<file path="src/rtl/mips_ctrl_pkg.sv">
// Shared encodings for the multicycle MIPS control path: FSM states,
// instruction fields and the ALUOp codes handed to the ALU control decoder.
package mips_ctrl_pkg;

    typedef enum logic [3:0] {
        S_FETCH    = 4'd0,
        S_DECODE   = 4'd1,
        S_R_EXEC   = 4'd2,
        S_R_WB     = 4'd3,
        S_I_ADD    = 4'd4,
        S_I_OR     = 4'd5,
        S_I_LUI    = 4'd6,
        S_I_WB     = 4'd7,
        S_MEM_ADDR = 4'd8,
        S_MEM_RD   = 4'd9,
        S_MEM_WR   = 4'd10,
        S_MEM_WB   = 4'd11,
        S_BRANCH   = 4'd12,
        S_JUMP     = 4'd13,
        S_JR       = 4'd14
    } state_t;

    localparam logic [5:0] OP_RTYPE = 6'h00;
    localparam logic [5:0] OP_J     = 6'h02;
    localparam logic [5:0] OP_BEQ   = 6'h04;
    localparam logic [5:0] OP_BNE   = 6'h05;
    localparam logic [5:0] OP_ADDI  = 6'h08;
    localparam logic [5:0] OP_ORI   = 6'h0D;
    localparam logic [5:0] OP_LUI   = 6'h0F;
    localparam logic [5:0] OP_LW    = 6'h23;
    localparam logic [5:0] OP_SW    = 6'h2B;

    localparam logic [5:0] FN_SLL = 6'h00;
    localparam logic [5:0] FN_SRL = 6'h02;
    localparam logic [5:0] FN_JR  = 6'h08;
    localparam logic [5:0] FN_ADD = 6'h20;
    localparam logic [5:0] FN_SUB = 6'h22;
    localparam logic [5:0] FN_AND = 6'h24;
    localparam logic [5:0] FN_OR  = 6'h25;
    localparam logic [5:0] FN_NOR = 6'h27;

    localparam logic [2:0] ALUOP_NONE  = 3'b000;
    localparam logic [2:0] ALUOP_RTYPE = 3'b111;
    localparam logic [2:0] ALUOP_ADD   = 3'b100;
    localparam logic [2:0] ALUOP_OR    = 3'b001;
    localparam logic [2:0] ALUOP_LUI   = 3'b101;
    localparam logic [2:0] ALUOP_SUB   = 3'b010;

    // ALU control decoder output selected by ALUOP_SUB.
    localparam logic [3:0] ALUCTL_SUB = 4'b0100;

    function automatic logic funct_legal(input logic [5:0] f);
        return f inside {FN_AND, FN_OR, FN_NOR, FN_ADD, FN_SUB, FN_SLL, FN_SRL, FN_JR};
    endfunction

endpackage

</file>
<file path="src/rtl/mem_wait_timer.sv">
// Counts stalled cycles of a memory access and flags the cycle on which the
// access has waited MEM_TIMEOUT cycles and memory is still not ready.
module mem_wait_timer #(
    parameter int MEM_TIMEOUT = 16,
    parameter int CNT_W       = 8
) (
    input  logic clk,
    input  logic reset,
    input  logic wait_i,
    input  logic ready_i,
    output logic timeout_o
);

    localparam logic [CNT_W-1:0] LIMIT = CNT_W'(MEM_TIMEOUT);

    logic [CNT_W-1:0] cnt_q, cnt_d;

    // A late ready on the limit cycle still completes the access.
    assign timeout_o = wait_i && !ready_i && (cnt_q == LIMIT);

    // The abort itself clears the count so a retried fetch gets a full budget.
    assign cnt_d = (wait_i && !ready_i && !timeout_o) ? cnt_q + 1'b1 : '0;

    // NOTE: sequential state uses <= so every flop samples pre-edge values.
    always_ff @(posedge clk) begin
        if (reset) cnt_q <= '0;
        else       cnt_q <= cnt_d;
    end

endmodule

</file>
<file path="src/rtl/multicycle_control.sv">
// Main control FSM of the multicycle MIPS core: sequences fetch, decode,
// execute, memory and writeback over the shared ALU and memory port.
module multicycle_control
    import mips_ctrl_pkg::*;
#(
    parameter int MEM_TIMEOUT = 16,
    parameter int CNT_W       = 8
) (
    input  logic       clk,
    input  logic       reset,
    input  logic [5:0] opcode,
    input  logic [5:0] funct,
    input  logic       zero,
    input  logic       mem_ready,
    output logic [2:0] ALUOp,
    output logic       alu_src_a,
    output logic [1:0] alu_src_b,
    output logic [1:0] pc_source,
    output logic       pc_write,
    output logic       i_or_d,
    output logic       mem_read,
    output logic       mem_write,
    output logic       ir_write,
    output logic       reg_write,
    output logic       reg_dst,
    output logic       mem_to_reg,
    output logic       illegal_op,
    output logic       bus_error,
    output logic [3:0] state_dbg
);

    state_t state_q, state_d;
    logic   in_wait;
    logic   timeout;

    assign in_wait   = (state_q == S_FETCH) || (state_q == S_MEM_RD) || (state_q == S_MEM_WR);
    assign state_dbg = state_q;

    mem_wait_timer #(
        .MEM_TIMEOUT(MEM_TIMEOUT),
        .CNT_W      (CNT_W)
    ) u_wait (
        .clk      (clk),
        .reset    (reset),
        .wait_i   (in_wait),
        .ready_i  (mem_ready),
        .timeout_o(timeout)
    );

    always_ff @(posedge clk) begin
        if (reset) state_q <= S_FETCH;
        else       state_q <= state_d;
    end

    always_comb begin
        // NOTE: every output gets a default first, so no path can infer a latch.
        state_d    = state_q;
        ALUOp      = ALUOP_NONE;
        alu_src_a  = 1'b0;
        alu_src_b  = 2'b00;
        pc_source  = 2'b00;
        pc_write   = 1'b0;
        i_or_d     = 1'b0;
        mem_read   = 1'b0;
        mem_write  = 1'b0;
        ir_write   = 1'b0;
        reg_write  = 1'b0;
        reg_dst    = 1'b0;
        mem_to_reg = 1'b0;
        illegal_op = 1'b0;
        bus_error  = 1'b0;

        // Outputs stay quiet in the reset cycle even if a state was mid-access.
        if (!reset) begin
            case (state_q)
                S_FETCH: begin
                    mem_read  = 1'b1;
                    alu_src_b = 2'b01;
                    ALUOp     = ALUOP_ADD;
                    if (timeout) begin
                        mem_read  = 1'b0;
                        bus_error = 1'b1;
                    end else if (mem_ready) begin
                        ir_write = 1'b1;
                        pc_write = 1'b1;
                        state_d  = S_DECODE;
                    end
                end
                S_DECODE: begin
                    alu_src_b = 2'b11;
                    ALUOp     = ALUOP_ADD;
                    case (opcode)
                        OP_RTYPE: begin
                            if (!funct_legal(funct)) begin
                                illegal_op = 1'b1;
                                state_d    = S_FETCH;
                            end else if (funct == FN_JR) begin
                                state_d = S_JR;
                            end else begin
                                state_d = S_R_EXEC;
                            end
                        end
                        OP_ADDI:        state_d = S_I_ADD;
                        OP_ORI:         state_d = S_I_OR;
                        OP_LUI:         state_d = S_I_LUI;
                        OP_LW, OP_SW:   state_d = S_MEM_ADDR;
                        OP_BEQ, OP_BNE: state_d = S_BRANCH;
                        OP_J:           state_d = S_JUMP;
                        default: begin
                            illegal_op = 1'b1;
                            state_d    = S_FETCH;
                        end
                    endcase
                end
                S_R_EXEC: begin
                    alu_src_a = 1'b1;
                    ALUOp     = ALUOP_RTYPE;
                    state_d   = S_R_WB;
                end
                S_R_WB: begin
                    reg_write = 1'b1;
                    reg_dst   = 1'b1;
                    state_d   = S_FETCH;
                end
                S_I_ADD, S_I_OR, S_I_LUI: begin
                    alu_src_a = 1'b1;
                    alu_src_b = 2'b10;
                    ALUOp     = (state_q == S_I_ADD) ? ALUOP_ADD :
                                (state_q == S_I_OR)  ? ALUOP_OR  : ALUOP_LUI;
                    state_d   = S_I_WB;
                end
                S_I_WB: begin
                    reg_write = 1'b1;
                    state_d   = S_FETCH;
                end
                S_MEM_ADDR: begin
                    alu_src_a = 1'b1;
                    alu_src_b = 2'b10;
                    ALUOp     = ALUOP_ADD;
                    state_d   = (opcode == OP_LW) ? S_MEM_RD : S_MEM_WR;
                end
                S_MEM_RD: begin
                    i_or_d   = 1'b1;
                    mem_read = 1'b1;
                    if (timeout) begin
                        mem_read  = 1'b0;
                        bus_error = 1'b1;
                        state_d   = S_FETCH;
                    end else if (mem_ready) begin
                        state_d = S_MEM_WB;
                    end
                end
                S_MEM_WR: begin
                    i_or_d    = 1'b1;
                    mem_write = 1'b1;
                    if (timeout) begin
                        mem_write = 1'b0;
                        bus_error = 1'b1;
                        state_d   = S_FETCH;
                    end else if (mem_ready) begin
                        state_d = S_FETCH;
                    end
                end
                S_MEM_WB: begin
                    reg_write  = 1'b1;
                    mem_to_reg = 1'b1;
                    state_d    = S_FETCH;
                end
                S_BRANCH: begin
                    alu_src_a = 1'b1;
                    ALUOp     = ALUOP_SUB;
                    pc_source = 2'b01;
                    pc_write  = (opcode == OP_BNE) ? !zero : zero;
                    state_d   = S_FETCH;
                end
                S_JUMP: begin
                    pc_source = 2'b10;
                    pc_write  = 1'b1;
                    state_d   = S_FETCH;
                end
                S_JR: begin
                    pc_source = 2'b11;
                    pc_write  = 1'b1;
                    state_d   = S_FETCH;
                end
                default: state_d = S_FETCH;
            endcase
        end
    end

endmodule

</file>
<file path="config.mk">
export PLATFORM = sky130hd
export DESIGN_NAME = multicycle_control
export DESIGN_NICKNAME = d
export VERILOG_FILES = /design/src/rtl/mips_ctrl_pkg.sv /design/src/rtl/mem_wait_timer.sv /design/src/rtl/multicycle_control.sv
export SDC_FILE = /design/constraint.sdc
export NUM_CORES = 1
export LEC_CHECK = 0
export ABC_CLOCK_PERIOD_IN_PS = 4500
export BUFFER_PORTS_ARGS = -buffer_cell sky130_fd_sc_hd__clkbuf_2
export CAP_MARGIN = 10
export CORE_AREA = 4 4 63 65
export DETAILED_ROUTE_END_ITERATION = 12
export DIE_AREA = 0 0 67 69
export HOLD_SLACK_MARGIN = 0.03
export PLACE_DENSITY_LB_ADDON = 0.25
export SYNTH_ARGS = -nofsm -noshare
export SYNTH_HDL_FRONTEND = slang
export SYNTH_SLANG_ARGS = --single-unit
export TNS_END_PERCENT = 50
</file>
<file path="constraint.sdc">
create_clock -name clk -period 4.5 [get_ports clk]
set_input_delay 0.45 -clock clk [delete_from_list [all_inputs] [get_ports clk]]
set_output_delay 0.45 -clock clk [all_outputs]
set_load 0.01 [all_outputs]
</file>
==> flow_summary_export.csv, run 1 <==
group,metric,value,unit
grt,grt_pass1_wl,5.73,mm
run_status,status,"finished, final reports clean",
worst_setup_path,worstPathMaxFanout,17,
pwr,leakage,0.591,nW
floorplan,io_pins,38,
finish,area_delta_synth_final,12.7,%
drt,drc,0,
yosys,synth.avg_cell_area,7.44,µm²
yosys,synth_top_area_share,18.1,%
worst_setup_path,start_kind,"flip-flop",
drt,drtIter0Drc,104,
timing,rsz0062_at_grt,"false",
clocking,clockRootBuffer,"clkbuf_4",
yosys,synth-edff-count,0,
grt,grtUsageTotal,14.7,%
drt,firstDrtPassIters,4,
floorplan,core-area,3340,µm²
pwr,p_per_area,195,nW/µm²
worst_setup_path,slowest_delay,0.72,ns
grt,overflow,0,
timing,fin_skew,0.00410,ns
clocking,cts_hold_buf,0,
timing,tightest_slew,0.681,ns
floorplan,fp.dieArea,4620,µm²
min_path,holdCritStartpoint,"u_wait.cnt_q[0]$_SDFF_PP0_",
yosys,synth_warnings,0,
floorplan,die_h,69,µm
drt,wire_per_inst,12.8,µm
yosys,yosys-top-cells-count,"nor2_1, nor3_1, dfxtp_1, a21oi_1, nand3_1",
worst_setup_path,setup.worst_path.start,"state_dbg[0]$_SDFFE_PP0P_",
worst_setup_path,cp_top_family,"flip-flops",
grt,grt_pass1_vias,1268,
floorplan,rows,21,
yosys,yosysSeqAreaShare,18.1,%
worst_setup_path,worstSetupPathType,"reg2out",
worst_setup_path,path_cells,"and4bb_4 > a22oi_2 > nor2_1 > nor4b_1 > clkbuf_2",
pwr,power,0.291,mW
placed_design,place_congestion,0.846,
drt,drtAntennaViolNets,0,
finish,fillers,385,
min_path,holdCritPathClass,"reg2reg",
clocking,cts_tree,"yes",
yosys,yosysMostFrequentCell,"nor2_1",
yosys,synthTopCellsByArea,"dfxtp_1, nor3_1, nor2_1",
finish,drive_above_1_share,29.3,%
yosys,synthCells,178,
finish,fin_util,44.7,%
timing,finalSetupTns,0,ns
placed_design,dp_hpwl,2.48,mm
worst_setup_path,required,4.05,ns
yosys,synth_top_flop_cell,"dfxtp_1",
timing,fin_crit_sh,57.2,%
placed_design,portBuffers,37,
finish,fin_nets,225,
drt,num_vias,1378,
clocking,cts_buffers,3,
yosys,synth_top_area_cell,"dfxtp_1",
yosys,ys_seq_elements,12,
clocking,cts.repair.resized,0,
worst_setup_path,timing.rr.start,"state_dbg[1]$_SDFFE_PP0P_",
timing,fmax,388,MHz
pwr,ir_drop,0.0000918,V
floorplan,die-width,67,µm
yosys,yosysUniqueCellTypes,57,
yosys,syn_nets,196,
floorplan,start_util,39.7,%
clocking,h-tree-depth,1,
worst_setup_path,critical_path.endpoint_type,"output pin",
worst_setup_path,slowest_stage,"dfxtp_1",
drt,viasPerCell,5.49,
grt,grt_max_degree,24,
clocking,cts_sinks,12,
timing,hold_violations,0,
drt,drt_wl_total,3.22,mm
timing,slew_headroom,54.5,%
clocking,post_cts_buffers,0,
clocking,insertion_delay,0.27,ns
finish,n_antenna_cell,0,
worst_setup_path,worstPathBufferInverterCount,1,
grt,antenna_found_initial,0,
clocking,clock_path_buffers,2,
clocking,cts.clk_slew.worst_paths,0.07,ns
flow_run,maxCapViolCount,0,
worst_setup_path,arrival,2.12,ns
timing,slew_violations,0,
timing,holdWs,0.502,ns
timing,min_period,2.57,ns
yosys,ys_async_sr_fraction,0,%
timing,setup_violations,0,
yosys,syn-cell-area,1330,µm²
==> worst paths after layout <==
check,end,slack (ns),cells after the start
hold / removal,u_wait.cnt_q[0]$_SDFF_PP0_,0.50,1
hold reg to reg,u_wait.cnt_q[0]$_SDFF_PP0_,0.50,1
setup reg to reg,state_dbg[1]$_SDFFE_PP0P_,2.42,5
setup / recovery,mem_read,1.93,5
==> layer usage <==
layer,global-route usage (%),routed length (µm)
met1,20.5,1630
met2,23.9,1470
met3,1.14,113
met4,4.05,12
met5,0,0
==> flip-flops by register name, indices dropped and copies added (netlist names) <==
| name | cells |
|---|---|
| state_dbg | 4 |
| u_wait.cnt_q | 8 |
==> cells in the final DEF, fill, tap and decap left out, types with 4 or more instances in the layout <==
cell type  count
inv_1          6
nand2b_1       4
a21oi_1       11
nor3_1        13
clkbuf_2      37
dfxtp_1       12
nor2_2         7
nand3_1       10
o21ai_0        7
nand2_1        8
xor2_1         6
nor2_1        17
a31oi_1        4
and3_1         4
==> power breakdown <==
| part | switching (mW) | internal [mW] | leakage, nW |
|---|---|---|---|
| logic | 0.0596 | 0.0433 | 0.480 |
| clock network | 0.0326 | 0.0309 | 0.0138 |
| registers | 0.0144 | 0.110 | 0.0972 |
==> cell families (layout without fill, tap and decap cells) <==
kind of cell / after synthesis / in the layout / synth area share [%]
compound gates: 43 / 43 / 23.2
xor+xnor: 9 / 9 / 5.95
fa+ha+maj: 3 / 3 / 2.64
buf+inv: 19 / 46 / 9.06
flops: 12 / 12 / 18.1
mux: 1 / 1 / 0.755
simple gates: 91 / 91 / 40.2
==> worst register-to-register path, delay by kind of cell (launching register included) <==
family / cells / cell delay [ns]
flip-flops: 1 / 0.50
AND/OR/NAND/NOR: 2 / 0.89
AO/OA/AOI/OAI: 3 / 0.60
==> cell type report <==
type,count,area [µm²],area share (%)
flip-flops and latches,12,240,16.1
multi-input cells,147,965,64.6
repair buffers,37,185,12.4
inverters,6,22.5,1.51
clock buffers,3,22.5,1.51
well taps,46,57.6,3.86
==> through the flow <==
| stage | worst slack, ns | std cells | instance area (µm²) |
|---|---|---|---|
| 6_report | 1.93 | 251 | 1490 |
| 3_3_place_gp | 2.24 | 248 | 1470 |
| 4_1_cts | 1.95 | 251 | 1490 |
| 2_1_floorplan | 2.42 | 178 | 1330 |
| 5_1_grt | 1.72 | 251 | 1490 |
| 3_5_place_dp | 2.24 | 248 | 1470 |
(Power assumes the default switching activity.)
==> run 2: changes to the inputs <==
ABC_CLOCK_PERIOD_IN_PS = 2200   (was 4500)
clock period = 2.2 ns   (was 4.5 ns; I/O delays follow)
==> run 2 against run 1 <==
Net effect:
- clock power rose by 110%
- combinational power rose by 130%
- non-clock buffer count rose by 5
- sequential share of layout area fell by 0.26 points
- die area did not move
- critical path depth did not move
- final area rose by 2.7%
- critical endpoint unchanged
==> flow_summary_export.csv, run 2 (synthesized netlist as in run 1, its figures left out) <==
group,metric,value,unit
finish,most-common-layout-cells,"clkbuf_2, nor2_1, nor3_1",
clocking,cts.clk_slew.worst_paths,0.08,ns
timing,fin_skew,0.00758,ns
clocking,clockRootBuffer,"clkbuf_4",
drt,viasPerCell,5.47,
pwr,pwr-share-seq,39.9,%
worst_setup_path,path_cells,"xnor2_1 > a22oi_2 > nor2_1 > nor4b_1 > clkbuf_2",
finish,drive_above_1_share,31.9,%
finish,n_antenna_cell,0,
worst_setup_path,required,1.98,ns
finish,final_common_cell,"clkbuf_2",
timing,rsz0062_at_grt,"false",
finish,area_delta_synth_final,15.7,%
timing,fmax,490,MHz
worst_setup_path,cp_top_family,"flip-flops",
timing,fin_crit_sh,92.8,%
clocking,cts_sinks,12,
worst_setup_path,slowest_delay,0.51,ns
grt,antenna_found_initial,0,
clocking,insertion_delay,0.27,ns
pwr,power_frac_clock,21.8,%
worst_setup_path,slowest_stage,"dfxtp_1",
worst_setup_path,start_kind,"flip-flop",
floorplan,die-width,67,µm
finish,largest_register_ffs,8,
placed_design,place_congestion,0.844,
worst_setup_path,worstPathMaxFanout,8,
pwr,switching_power,0.227,mW
placed_design,dp_hpwl,2.61,mm
floorplan,start_util,39.7,%
timing,slew_violations,0,
min_path,holdCritPathClass,"in2reg",
run_status,status,"finished, final reports clean",
timing,holdWs,0.429,ns
finish,fin_nets,230,
drt,drtAntennaViolNets,0,
grt,grtUsageTotal,14.8,%
floorplan,core-area,3340,µm²
drt,drc,0,
floorplan,io_pins,38,
placed_design,dp.cells,253,
worst_setup_path,arrival,1.82,ns
grt,grt_max_degree,24,
placed_design,place_area,1510,µm²
clocking,clock_path_buffers,2,
pwr,intPower,0.385,mW
clocking,cts_buffers,3,
floorplan,fp.dieArea,4620,µm²
flow_run,maxCapViolCount,0,
timing,slew_headroom,69.1,%
timing,finalSetupTns,0,ns
grt,grt_pass1_vias,1258,
pwr,p_per_area,399,nW/µm²
drt,drtIter0Drc,58,
clocking,h-tree-depth,1,
placed_design,portBuffers,37,
drt,firstDrtPassIters,4,
finish,top_register,"u_wait.cnt_q",
floorplan,die_h,69,µm
timing,hold_violations,0,
timing,tightest_slew,0.460,ns
grt,overflow,0,
clocking,cts_tree,"yes",
timing,min_period,2.04,ns
pwr,power,0.612,mW
drt,num_vias,1400,
timing,setup_violations,0,
pwr,sw_frac_of_total,37.1,%
finish,stdcell_area,1530,µm²
floorplan,rows,21,
pwr,leakage,0.619,nW
finish,final_cell_count_no_fill,256,
clocking,post_cts_buffers,0,
pwr,ir_drop,0.000133,V
worst_setup_path,critical_path.endpoint_type,"output pin",
drt,wire_per_inst,13.0,µm
grt,grt_pass1_wl,5.78,mm
worst_setup_path,worstPathBufferInverterCount,1,
drt,drt_wl_total,3.34,mm
pwr,combPwrFrac,38.4,%
worst_setup_path,worstSetupPathType,"reg2out",
run 2: changes by cell type in the layout (fill, tap and decap cells not counted), sizes merged:
cell  delta
buf      +5
run 2: power groups by stage:
stage	registers [mW]	clock network [mW]	logic, mW
global route	0.247	0.148	0.261
global placement	0.248	0	0.236
floorplan	0.246	0	0.174
detailed placement	0.248	0	0.234
finish	0.244	0.133	0.235
CTS	0.243	0.136	0.235
run 2: area by class of cell:
| class | count | area [µm²] |
|---|---|---|
| fillers | 369 | 1800 |
| flip-flops and latches | 12 | 243 |
| multi-input cells | 147 | 965 |
| well taps | 46 | 57.6 |
| clock buffers | 3 | 22.5 |
| repair buffers | 42 | 223 |
| inverters | 6 | 22.5 |
run 2: metrics by stage:
stage / utilization (%) / setup WS, ns
final: 45.9 / 0.158
after global routing: 45.9 / 0.0385
after CTS: 45.9 / 0.0138
after detailed placement: 45.2 / 0.308
after global placement: 45.2 / 0.382
after floorplan: - / 0.440
run 2: path summary, 6_finish.rpt:
path	slack, ns	depth (start not counted)	endpoint	start
max	0.16	5	mem_read	state_dbg[3]$_SDFFE_PP0P_
min	0.43	2	state_dbg[1]$_SDFFE_PP0P_	reset
max reg2reg	0.45	6	state_dbg[1]$_SDFFE_PP0P_	state_dbg[3]$_SDFFE_PP0P_
min reg2reg	0.50	1	u_wait.cnt_q[0]$_SDFF_PP0_	u_wait.cnt_q[0]$_SDFF_PP0_
run 2: what timing repair did:
item                                    4_1_cts  5_1_grt
hold buffers                                  0        0
gates resized for setup                       0        2
endpoints found under the setup margin        0        2
run 2: worst reg2reg max path: stages, from the launching register on:
cell      delay (ns)
dfxtp_1         0.41
buf_4           0.22
nand2b_4        0.17
or3_1           0.37
a211oi_2        0.18
o21ai_1         0.11
a311oi_2        0.22
run 2: layer usage:
| layer | track usage, % | share of wire, % |
|---|---|---|
| met1 | 21.9 | 50 |
| met2 | 22.6 | 45 |
| met3 | 1.14 | 3.4 |
| met4 | 3.83 | 0.81 |
| met5 | 0 | 0 |
